--- config.mk ---
export PLATFORM = sky130hd
export DESIGN_NAME = cal_trg_sched
export DESIGN_NICKNAME = d
export VERILOG_FILES = /design/src/rtl/dmb_cal_pkg.sv /design/src/rtl/cal_lfsr.sv /design/src/rtl/cal_trg_sched.sv
export SDC_FILE = /design/constraint.sdc
export NUM_CORES = 1
export LEC_CHECK = 0
export BUFFER_PORTS_ARGS = -buffer_cell sky130_fd_sc_hd__buf_2
export CORE_ASPECT_RATIO = 1.1
export CORE_MARGIN = 4
export CORE_UTILIZATION = 56
export CTS_CLUSTER_SIZE = 20
export DETAILED_ROUTE_END_ITERATION = 7
export PLACE_DENSITY_LB_ADDON = 0.1
export SLEW_MARGIN = 10
export SYNTH_ARGS = -nofsm -noshare
export SYNTH_HDL_FRONTEND = slang
export SYNTH_SLANG_ARGS = --single-unit
export TNS_END_PERCENT = 30
--- constraint.sdc ---
create_clock -name CLKCMS -period 3.3 [get_ports CLKCMS]
set_input_delay 0.165 -clock CLKCMS [delete_from_list [all_inputs] [get_ports CLKCMS]]
set_output_delay 0.165 -clock CLKCMS [all_outputs]
set_load 0.05 [all_outputs]
--- src/rtl/dmb_cal_pkg.sv ---
// dmb_cal_pkg: shared types and constants for the calibration trigger scheduler.
// Holds the scheduler state enum, sequence source codes, sequence timing lengths,
// the LFSR seed and small decode helpers.
package dmb_cal_pkg;

  typedef enum logic [1:0] {
    ST_IDLE    = 2'd0,
    ST_ACTIVE  = 2'd1,
    ST_HOLDOFF = 2'd2
  } cal_state_t;

  typedef enum logic [1:0] {
    SRC_PULSE  = 2'd0,
    SRC_INJECT = 2'd1,
    SRC_PED    = 2'd2
  } cal_src_t;

  localparam int          HOLDOFF_LEN = 16;
  localparam int          ACTIVE_LEN  = 32;
  localparam int          BURST_LEN   = 32;
  localparam logic [22:0] LFSR_SEED   = 23'h1;

  // SRC_SEL codes 2 and 3 both mean pedestal
  function automatic cal_src_t src_decode(input logic [1:0] sel);
    cal_src_t s;
    case (sel)
      2'd0:    s = SRC_PULSE;
      2'd1:    s = SRC_INJECT;
      default: s = SRC_PED;
    endcase
    return s;
  endfunction

  // Jitter width code to mask applied to the random word
  function automatic logic [11:0] jitter_mask(input logic [1:0] code);
    logic [11:0] m;
    case (code)
      2'd0:    m = 12'h000;
      2'd1:    m = 12'h00F;
      2'd2:    m = 12'h0FF;
      default: m = 12'hFFF;
    endcase
    return m;
  endfunction

endpackage

--- src/rtl/cal_lfsr.sv ---
// cal_lfsr: 23-bit maximal-length Fibonacci LFSR (x^23 + x^18 + 1) used to
// jitter the periodic trigger interval. Only the low 12 bits are needed.
module cal_lfsr
  import dmb_cal_pkg::*;
(
  input  logic        CLKCMS,
  input  logic        RST_N,
  output logic [11:0] rnd
);

  logic [22:0] lfsr_reg;

  // Free-running shift register; seed must be nonzero or it locks up
  always_ff @(posedge CLKCMS or negedge RST_N) begin
    if (!RST_N) lfsr_reg <= LFSR_SEED;
    else        lfsr_reg <= {lfsr_reg[21:0], lfsr_reg[22] ^ lfsr_reg[17]};
  end

  assign rnd = lfsr_reg[11:0];

endmodule

--- src/rtl/cal_trg_sched.sv ---
// cal_trg_sched: calibration trigger scheduler. Arbitrates CCB calibration
// requests, JTAG burst and periodic triggers into fixed 48-cycle sequences
// (32 active + 16 holdoff) emitting delayed PULSE/INJECT/LCT_RQST/CAL_GTRG.
// Optional build macro CAL_SCHED_RANDOM_EN adds LFSR jitter to the period.
module cal_trg_sched
  import dmb_cal_pkg::*;
(
  input  logic        CLKCMS,
  input  logic        RST_N,
  input  logic        CCBPLS,
  input  logic        CCBINJ,
  input  logic        CCBPED,
  input  logic        RTRG_TGL,
  input  logic        BURST,
  input  logic        CLR_CNT,
  input  logic [17:0] TRG_RATE,
  input  logic [1:0]  SRC_SEL,
  input  logic [4:0]  INJ_DLY,
  input  logic [4:0]  PLS_DLY,
  input  logic [4:0]  L1A_DLY,
  input  logic [3:0]  LCT_DLY,
  output logic        INJECT,
  output logic        PULSE,
  output logic        LCT_RQST,
  output logic        CAL_GTRG,
  output logic        BUSY,
  output logic        RUN,
  output logic [15:0] TRG_CNT,
  output logic [7:0]  MISS_CNT
);

  localparam logic [4:0] ACTIVE_LAST  = 5'(ACTIVE_LEN - 1);
  localparam logic [4:0] HOLDOFF_LAST = 5'(HOLDOFF_LEN - 1);
  localparam logic [5:0] BURST_LOAD   = 6'(BURST_LEN);

  cal_state_t  state_reg, state_next;
  logic [4:0]  cnt_reg, cnt_next;
  cal_src_t    src_reg, src_next;
  logic        pend_valid_reg, pend_valid_next;
  cal_src_t    pend_src_reg, pend_src_next;
  logic [5:0]  burst_cnt_reg, burst_cnt_next;
  logic [16:0] per_cnt_reg;
  logic [16:0] per_target;
  logic        run_reg;
  logic [15:0] trg_cnt_reg;
  logic [7:0]  miss_cnt_reg;
  logic [3:0]  strobe_reg, strobe_next;
  logic        busy_reg;

  logic        ccb_any, can_accept, per_run, per_fire;
  logic        accept, take_pend, take_burst, take_per;
  cal_src_t    ccb_src, sel_src;

  assign ccb_any = CCBPLS | CCBINJ | CCBPED;
  assign sel_src = src_decode(SRC_SEL);
  // The last holdoff cycle hands over straight to a new sequence so that
  // back-to-back sequences start exactly 48 cycles apart.
  assign can_accept = (state_reg == ST_IDLE) ||
                      ((state_reg == ST_HOLDOFF) && (cnt_reg == HOLDOFF_LAST));

  // Highest-priority CCB bit wins; the others in the same cycle are dropped
  always_comb begin
    ccb_src = SRC_PED;
    if (CCBPLS)      ccb_src = SRC_PULSE;
    else if (CCBINJ) ccb_src = SRC_INJECT;
  end

  // Period counter target, optionally stretched by random jitter
  assign per_run = run_reg && (TRG_RATE[15:0] != 16'd0);
`ifdef CAL_SCHED_RANDOM_EN
  logic [11:0] rnd;
  logic [11:0] jit_reg;

  cal_lfsr u_lfsr (
    .CLKCMS (CLKCMS),
    .RST_N  (RST_N),
    .rnd    (rnd)
  );

  // New jitter sample on every reload and while idle, used for the next period
  always_ff @(posedge CLKCMS or negedge RST_N) begin
    if (!RST_N)                  jit_reg <= 12'd0;
    else if (!per_run || per_fire) jit_reg <= rnd & jitter_mask(TRG_RATE[17:16]);
  end

  assign per_target = {1'b0, TRG_RATE[15:0]} + {5'd0, jit_reg};
`else
  logic unused_rate_hi;
  assign unused_rate_hi = ^TRG_RATE[17:16];
  assign per_target     = {1'b0, TRG_RATE[15:0]};
`endif
  assign per_fire = per_run && (per_cnt_reg >= (per_target - 17'd1));

  // Arbitration and FSM next-state
  always_comb begin
    state_next = state_reg;
    cnt_next   = cnt_reg;
    src_next   = src_reg;
    accept     = 1'b0;
    take_pend  = 1'b0;
    take_burst = 1'b0;
    take_per   = 1'b0;
    if (can_accept) begin
      if (pend_valid_reg) begin
        accept    = 1'b1;
        take_pend = 1'b1;
        src_next  = pend_src_reg;
      end else if (ccb_any) begin
        accept   = 1'b1;
        src_next = ccb_src;
      end else if (burst_cnt_reg != 6'd0) begin
        accept     = 1'b1;
        take_burst = 1'b1;
        src_next   = sel_src;
      end else if (per_fire) begin
        accept   = 1'b1;
        take_per = 1'b1;
        src_next = sel_src;
      end
    end
    case (state_reg)
      ST_IDLE: begin
        if (accept) begin
          state_next = ST_ACTIVE;
          cnt_next   = 5'd0;
        end
      end
      ST_ACTIVE: begin
        if (cnt_reg == ACTIVE_LAST) begin
          state_next = ST_HOLDOFF;
          cnt_next   = 5'd0;
        end else begin
          cnt_next = cnt_reg + 5'd1;
        end
      end
      ST_HOLDOFF: begin
        if (cnt_reg == HOLDOFF_LAST) begin
          state_next = accept ? ST_ACTIVE : ST_IDLE;
          cnt_next   = 5'd0;
        end else begin
          cnt_next = cnt_reg + 5'd1;
        end
      end
      default: begin
        state_next = ST_IDLE;
        cnt_next   = 5'd0;
      end
    endcase
  end

  // Pending slot and burst counter next values
  always_comb begin
    pend_valid_next = pend_valid_reg;
    pend_src_next   = pend_src_reg;
    burst_cnt_next  = burst_cnt_reg;
    if (take_pend) begin
      pend_valid_next = 1'b0;
    end else if (ccb_any && !pend_valid_reg && !can_accept) begin
      pend_valid_next = 1'b1;
      pend_src_next   = ccb_src;
    end
    if (take_burst)                          burst_cnt_next = burst_cnt_reg - 6'd1;
    else if (BURST && burst_cnt_reg == 6'd0) burst_cnt_next = BURST_LOAD;
  end

  // Strobe decode: each output fires when the sequence counter equals its delay
  logic [4:0] dly [4];
  logic [3:0] kind_ok;
  assign dly[0]  = INJ_DLY;
  assign dly[1]  = PLS_DLY;
  assign dly[2]  = {1'b0, LCT_DLY};
  assign dly[3]  = L1A_DLY;
  assign kind_ok = {1'b1, 1'b1, src_reg == SRC_PULSE, src_reg == SRC_INJECT};

  genvar gi;
  generate
    for (gi = 0; gi < 4; gi++) begin : g_strobe
      assign strobe_next[gi] = (state_reg == ST_ACTIVE) && kind_ok[gi] && (cnt_reg == dly[gi]);
    end
  endgenerate

  // FSM state register
  always_ff @(posedge CLKCMS or negedge RST_N) begin
    if (!RST_N) begin
      state_reg <= ST_IDLE;
      cnt_reg   <= 5'd0;
      src_reg   <= SRC_PED;
    end else begin
      state_reg <= state_next;
      cnt_reg   <= cnt_next;
      src_reg   <= src_next;
    end
  end

  // Request bookkeeping: pending slot, burst count, run flag, period counter
  always_ff @(posedge CLKCMS or negedge RST_N) begin
    if (!RST_N) begin
      pend_valid_reg <= 1'b0;
      pend_src_reg   <= SRC_PED;
      burst_cnt_reg  <= 6'd0;
      run_reg        <= 1'b0;
      per_cnt_reg    <= 17'd0;
    end else begin
      pend_valid_reg <= pend_valid_next;
      pend_src_reg   <= pend_src_next;
      burst_cnt_reg  <= burst_cnt_next;
      if (RTRG_TGL) run_reg <= !run_reg;
      if (!per_run || per_fire) per_cnt_reg <= 17'd0;
      else                      per_cnt_reg <= per_cnt_reg + 17'd1;
    end
  end

  // Trigger and miss counters; clear takes precedence over counting
  always_ff @(posedge CLKCMS or negedge RST_N) begin
    if (!RST_N) begin
      trg_cnt_reg  <= 16'd0;
      miss_cnt_reg <= 8'd0;
    end else if (CLR_CNT) begin
      trg_cnt_reg  <= 16'd0;
      miss_cnt_reg <= 8'd0;
    end else begin
      if (accept) trg_cnt_reg <= trg_cnt_reg + 16'd1;
      if (per_fire && !take_per && miss_cnt_reg != 8'hFF)
        miss_cnt_reg <= miss_cnt_reg + 8'd1;
    end
  end

  // Registered strobes and busy flag
  always_ff @(posedge CLKCMS or negedge RST_N) begin
    if (!RST_N) begin
      strobe_reg <= 4'd0;
      busy_reg   <= 1'b0;
    end else begin
      strobe_reg <= strobe_next;
      busy_reg   <= (state_next != ST_IDLE) | pend_valid_next | (burst_cnt_next != 6'd0);
    end
  end

  assign INJECT   = strobe_reg[0];
  assign PULSE    = strobe_reg[1];
  assign LCT_RQST = strobe_reg[2];
  assign CAL_GTRG = strobe_reg[3];
  assign BUSY     = busy_reg;
  assign RUN      = run_reg;
  assign TRG_CNT  = trg_cnt_reg;
  assign MISS_CNT = miss_cnt_reg;

endmodule

**Word level (Yosys, flattened, before mapping)**

Index checks and enable logic that the tools add are counted.

- Bits in registers: 65
- Input port bits: 47

- Add/subtract/negate cells: 6
- Magnitude comparators: 1
- Equality and inequality tests: 12
- Multiplexer cells: 40
- Bitwise gates (word level): 5
- Reductions and logical operators: 34

Operators by type and width:

| kind | count |
|---|---|
| two-way mux 16 bit | 2 |
| two-way mux 1 bit | 18 |
| two-way mux 2 bit | 9 |
| adder 17 x 1 -> 17 bit (second input constant) | 1 |
| greater-or-equal comparator 17 bit | 1 |
| two-way mux 17 bit | 1 |
| subtractor 16 x 1 -> 17 bit (second input constant) | 1 |
| adder 16 x 1 -> 16 bit (second input constant) | 1 |
| two-way mux 8 bit | 2 |
| nonzero test 16 bit | 1 |
| equality test 5 bit | 3 |
| two-way mux 5 bit | 3 |
| one-hot mux 5 bit (3 select lines) | 1 |
| logical AND 1 bit | 14 |
| two-way mux 6 bit | 2 |
| nonzero test 6 bit | 2 |
| adder 8 x 1 -> 8 bit (second input constant) | 1 |
| inequality test 8 bit (second input constant) | 1 |
| equality test 2 x 1 -> 1 bit (second input constant) | 3 |
| zero test 2 bit | 3 |
| zero test 6 bit | 1 |
| one-hot mux 2 bit (3 select lines) | 1 |
| nonzero test 2 bit | 3 |
| subtractor 6 x 1 -> 6 bit (second input constant) | 1 |
| 13 further kinds | 22 |

**Longest topological paths before layout**

- Word-level depth: 14
- Depth in mapped cells: 15
- Mapped depth without buffers: 13

**Worst setup path after synthesis**

Ideal clock, no wire load.

- Path kind: in2reg
- From: input TRG_RATE[9]
- To: register miss_cnt_reg[6] (netlist: MISS_CNT[6])
- Library setup time: 0.078 ns
- Arrival time: 3.272 ns
- Data required time: 3.222 ns
- Slack: -0.050 ns
- Stages on the path: 12
- Buffers on the path: 1
- Cells stage by stage: or4_4 -> or3_4 -> or3_1 -> ha_1 -> nand4_1 -> nor2_1 -> nand4_1 -> o211ai_1 -> nand3_1 -> buf_2 -> or4_1 -> a21oi_1

- Word-level cells in the longest chain between the ends: 12

RTL lines:

| what | line | source |
|---|---|---|
| start, declared | cal_trg_sched.sv:16 | `input logic [17:0] TRG_RATE,` |
| subtractor 16 x 1 -> 17 bit / nonzero test 16 bit (equally long branches) | cal_trg_sched.sv:92, cal_trg_sched.sv:69 |  |
| greater-or-equal comparator 17 bit / logical AND 1 bit (equally long branches) | cal_trg_sched.sv:92, cal_trg_sched.sv:69 |  |
| logical AND 1 bit (*) | cal_trg_sched.sv:92 | `assign per_fire = per_run && (per_cnt_reg >= (per_target - 17'd1));` |
| two-way mux 1 bit | cal_trg_sched.sv:115 | `end else if (per_fire) begin` |
| two-way mux 1 bit | cal_trg_sched.sv:111 | `end else if (burst_cnt_reg != 6'd0) begin` |
| two-way mux 1 bit | cal_trg_sched.sv:108 | `end else if (ccb_any) begin` |
| two-way mux 1 bit | cal_trg_sched.sv:104 | `if (pend_valid_reg) begin` |
| two-way mux 1 bit | cal_trg_sched.sv:103 | `if (can_accept) begin` |
| zero test 1 bit | cal_trg_sched.sv:223 | `if (per_fire && !take_per && miss_cnt_reg != 8'hFF)` |
| logical AND 1 bit (*) (2 in series) | cal_trg_sched.sv:223 |  |
| nonzero test 2 bit (no source line) (*) | -- |  |
| end signal, assigned | cal_trg_sched.sv:224 | `miss_cnt_reg <= miss_cnt_reg + 8'd1;` |
| end, declared | cal_trg_sched.sv:46 | `logic [7:0] miss_cnt_reg;` |

Every way passes the cells marked *; elsewhere a longest branch is shown, timed or not.
A chain may end at the register's enable or synchronous reset.

**Final worst setup path**

- From: input TRG_RATE[9]
- To: register trg_cnt_reg[10] (netlist: TRG_CNT[10])

- Word-level cells in the longest chain between the ends: 9

RTL lines:

| what | line | source |
|---|---|---|
| subtractor 16 x 1 -> 17 bit / nonzero test 16 bit (equally long branches) | cal_trg_sched.sv:92, cal_trg_sched.sv:69 |  |
| greater-or-equal comparator 17 bit / logical AND 1 bit (equally long branches) | cal_trg_sched.sv:92, cal_trg_sched.sv:69 |  |
| logical AND 1 bit (*) | cal_trg_sched.sv:92 |  |
| two-way mux 1 bit (*) | cal_trg_sched.sv:115 |  |
| two-way mux 1 bit (*) | cal_trg_sched.sv:111 |  |
| two-way mux 1 bit (*) | cal_trg_sched.sv:108 |  |
| two-way mux 1 bit (*) | cal_trg_sched.sv:104 |  |
| two-way mux 1 bit (*) | cal_trg_sched.sv:103 |  |
| nonzero test 2 bit (no source line) (*) | -- |  |
| end signal, assigned | cal_trg_sched.sv:222 | `if (accept) trg_cnt_reg <= trg_cnt_reg + 16'd1;` |
| end, declared | cal_trg_sched.sv:45 | `logic [15:0] trg_cnt_reg;` |

Marked as above.

==> summary.md <==
| Metric | Value |
|---|---|
| Peak VDD IR | `487 uV` |
| Number of DRC violations after detailed-routing iteration 0 | `109` |
| Slew Limit Fails | `0` |
| Cell area after technology mapping | `4160 um^2` |
| Die area | `8880 um^2` |
| Clock root cell | `clkbuf_8` |
| Maximum number of pins on one net before global-route repair | `29` |
| Number of hold violations in the final report | `0` |
| Fin crit period | `3.21 ns` |
| Share of synthesized flip-flops with an asynchronous set or reset | `100%` |
| Overflow left after global routing | `0` |
| Final TNS setup | `0 ns` |
| Clock sinks | `65` |
| Layout cells sized above 1 | `24.5%` |
| Final-layout fill cell count | `598` |
| Number of flops mapped to enable cells by yosys | `0` |
| Combinational fraction of design power | `30.9%` |
| Startpoint kind of the worst setup timing path | `input pin` |
| Data required, critical path | `3.57 ns` |
| Largest register FFs | `17` |
| Run status | `completed` |
| Hold WC Path Type | `input pin to flop` |
| Switching Fraction | `35.8%` |
| Leading cell type in the layout, fill and taps excluded | `buf_2` |
| Final Instance Count excl. Fillers | `645` |
| Diodes inserted | `0` |
| Sequential cell area fraction in the yosys report | `39.1%` |
| Psw | `0.000944 W` |
| Clock-pin slew reported for the worst setup and hold paths after clock tree synthesis | `0.08 ns` |
| Syn Area/Cell | `9.13 um^2` |
| Wire length reported by the detailed router | `9.41 mm` |
| Share of power burned in registers | `40.1%` |
| Power share of the clock group | `29.0%` |
| Synth warn | `0` |
| Final number of setup-violating endpoints | `0` |
| Placeable core region | `7130 um^2` |
| Avg Vias per Cell | `5.79` |
| Number of distinct library cells after synthesis | `47` |
| Share of the clock period used by the worst path after layout | `97.2%` |
| H-tree depth | `3` |
| Static leakage | `2.30 nW` |
| GRT Total Usage | `21.4%` |
| Count of vias placed by the detailed router | `3733` |
| Std cell rows | `32` |
| Final nets | `633` |
| Seq cells post-synth | `65` |
| Count of cells along the worst hold path | `2` |
| Number of port buffers | `74` |
| Number of global-route vias before repair | `3625` |
| Post-Synthesis Net Count | `534` |
| P&R area growth vs syn | `21.3%` |
| Effective utilization at floorplan | `58.4%` |
| Power density over the cells | `522 nW/um^2` |
| Max clock buf depth | `2` |
| CTS Buf Count | `9` |
| Top library cells by usage in the layout, fill and taps aside | `buf_2, dfrtp_1, nor2_1` |
| Primary flip-flop cell chosen by synthesis mapping | `dfrtp_1` |
| I/O Pins | `77` |
| Internal portion of total power | `0.00169 W` |
| CTS tree | `built` |
| WL per Instance | `14.6 um` |
| Detailed-routing iteration count for the pre-antenna-repair pass | `4` |
| Routability congestion estimate | `0.838` |
| Highest attainable clock frequency | `0.312 GHz` |
| Max-cap violation count | `0` |
| Total design power | `0.00263 W` |
| Antenna Nets Post-Route | `0` |
| Number of placed instances with taps included | `626` |
| Setup Crit Path Kind | `input pin to flop` |
| WP data arrival | `3.47 ns` |
| Chip height | `98.4 um` |
| Worst-Margin Slew | `0.625 ns` |
| Instance count of the mapped netlist | `456` |
| Cell depth of the worst flop-to-flop path | `10` |
| Chip width | `90.2 um` |
| Setup Skew | `0.0129 ns` |
| Post-detailed-route DRC marker count | `0` |
| Source-to-sink clock delay at the later pin of the worst-skew pair | `0.34 ns` |
| First-pass GRT wire length | `16.0 mm` |
| Worst slew slack as a fraction of its limit | `58.3%` |
| Top fanout value on the critical path | `18` |
| Antenna violations before repair | `0` |
| Crit. End Element | `flop` |
| Detailed placement HPWL | `7.12 mm` |
==> final cells by class <==
type	instances	area, um^2	share of cell area, %
Multi-Input combinational cell	360	2430	48.1
Sequential cell	65	1630	32.3
Timing Repair Buffer	102	596	11.8
Clock buffer	9	124	2.45
Tap cell	85	106	2.11
Clock inverter	7	103	2.03
Inverter	17	63.8	1.26
==> critical path, stage by stage <==
cell and delay, ns:
buf_2 0.11, or4_4 0.53, or3_4 0.35, or3_4 0.35, ha_4 0.27, nand4_1 0.11, nor2_2 0.15, nand4_1 0.11
o211ai_1 0.20, buf_4 0.19, a31oi_4 0.10, buf_12 0.17, or4_1 0.50, a21oi_1 0.16
==> final timing paths <==
check	slack, ns	from	to
worst min register to register	0.47	src_reg[0]	strobe_reg[1]
worst max register to register	0.30	cnt_reg[1]	BUSY
min in group asynchronous	0.37	RST_N	TRG_CNT[8]
max in group asynchronous	2.16	RST_N	src_reg[1]
worst min-delay path	0.01	RTRG_TGL	RUN
worst max-delay path	0.09	TRG_RATE[9]	TRG_CNT[10]
==> metal layers <==
layer	share of wire, %	up-vias	global-route usage [%]
met2	52	82	39.2
li1	-	1840	-
met3	3.5	14	3.82
met5	0	-	0
met1	44	1797	26.3
met4	1.1	0	5.30
==> power groups by stage <==
stage	registers (W)	clock network (W)	logic (W)
CTS	0.00106	0.000776	0.000805
detailed placement	0.00107	0	0.000797
finish	0.00106	0.000764	0.000815
floorplan	0.00108	0	0.000541
global placement	0.00107	0	0.000764
global route	0.00108	0.000804	0.000920
==> repair_timing <==
action,CTS,global route
hold endpoints to repair,26,0
buffers inserted,0,2
endpoints found under the setup margin,0,12
hold buffers,1,0
resized for setup,0,9
==> cells by family (layout without fill, tap and decap cells) <==
| family | Yosys count | after routing | synth area share [%] |
|---|---|---|---|
| simple gates | 182 | 182 | 22.7 |
| compound gates | 92 | 92 | 13.5 |
| flops | 65 | 65 | 39.1 |
| xor+xnor | 50 | 50 | 10.5 |
| fa+ha+maj | 31 | 31 | 9.32 |
| buf+inv | 31 | 135 | 3.58 |
| mux | 5 | 5 | 1.26 |
==> cell usage after synthesis (all sizes together), types with 2 or more instances <==
cell / count / area, um^2
nor4: 3 / 18.8
mux2: 2 / 22.5
nand4: 14 / 87.6
o21ai: 27 / 135
o22ai: 2 / 12.5
inv: 17 / 63.8
mux2i: 3 / 30.0
or3: 13 / 86.3
nand3: 24 / 120
nor3: 13 / 65.1
nand2b: 4 / 25.0
or2: 3 / 18.8
dfrtp: 63 / 1580
a21oi: 35 / 175
a21o: 3 / 22.5
o211ai: 3 / 22.5
o31ai: 10 / 75.1
buf: 5 / 51.3
and3: 8 / 50.1
nor4b: 3 / 26.3
nand2: 31 / 116
clkbuf: 9 / 33.8
dfstp: 2 / 52.6
a31oi: 4 / 40.0
nor2b: 6 / 37.5
xor2: 21 / 184
ha: 31 / 388
and2: 3 / 18.8
a221o: 2 / 20.0
or4: 13 / 101
xnor2: 29 / 254
nor2: 42 / 158
==> metrics by stage <==
stage / hold WS [ns] / worst slack (ns) / instance area [um^2] / util [%]
4_1_cts: 0.00521 / 0.0311 / 4990 / 70.0
2_1_floorplan: -0.131 / 0.00946 / 4170 / -
3_5_place_dp: 0.218 / -0.291 / 4750 / 66.7
5_1_grt: 0.0102 / -0.0291 / 5050 / 70.8
6_report: 0.0133 / 0.0939 / 5050 / 70.8
3_3_place_gp: 0.216 / -0.143 / 4750 / 66.7
Power figures use the tool's default switching activity.
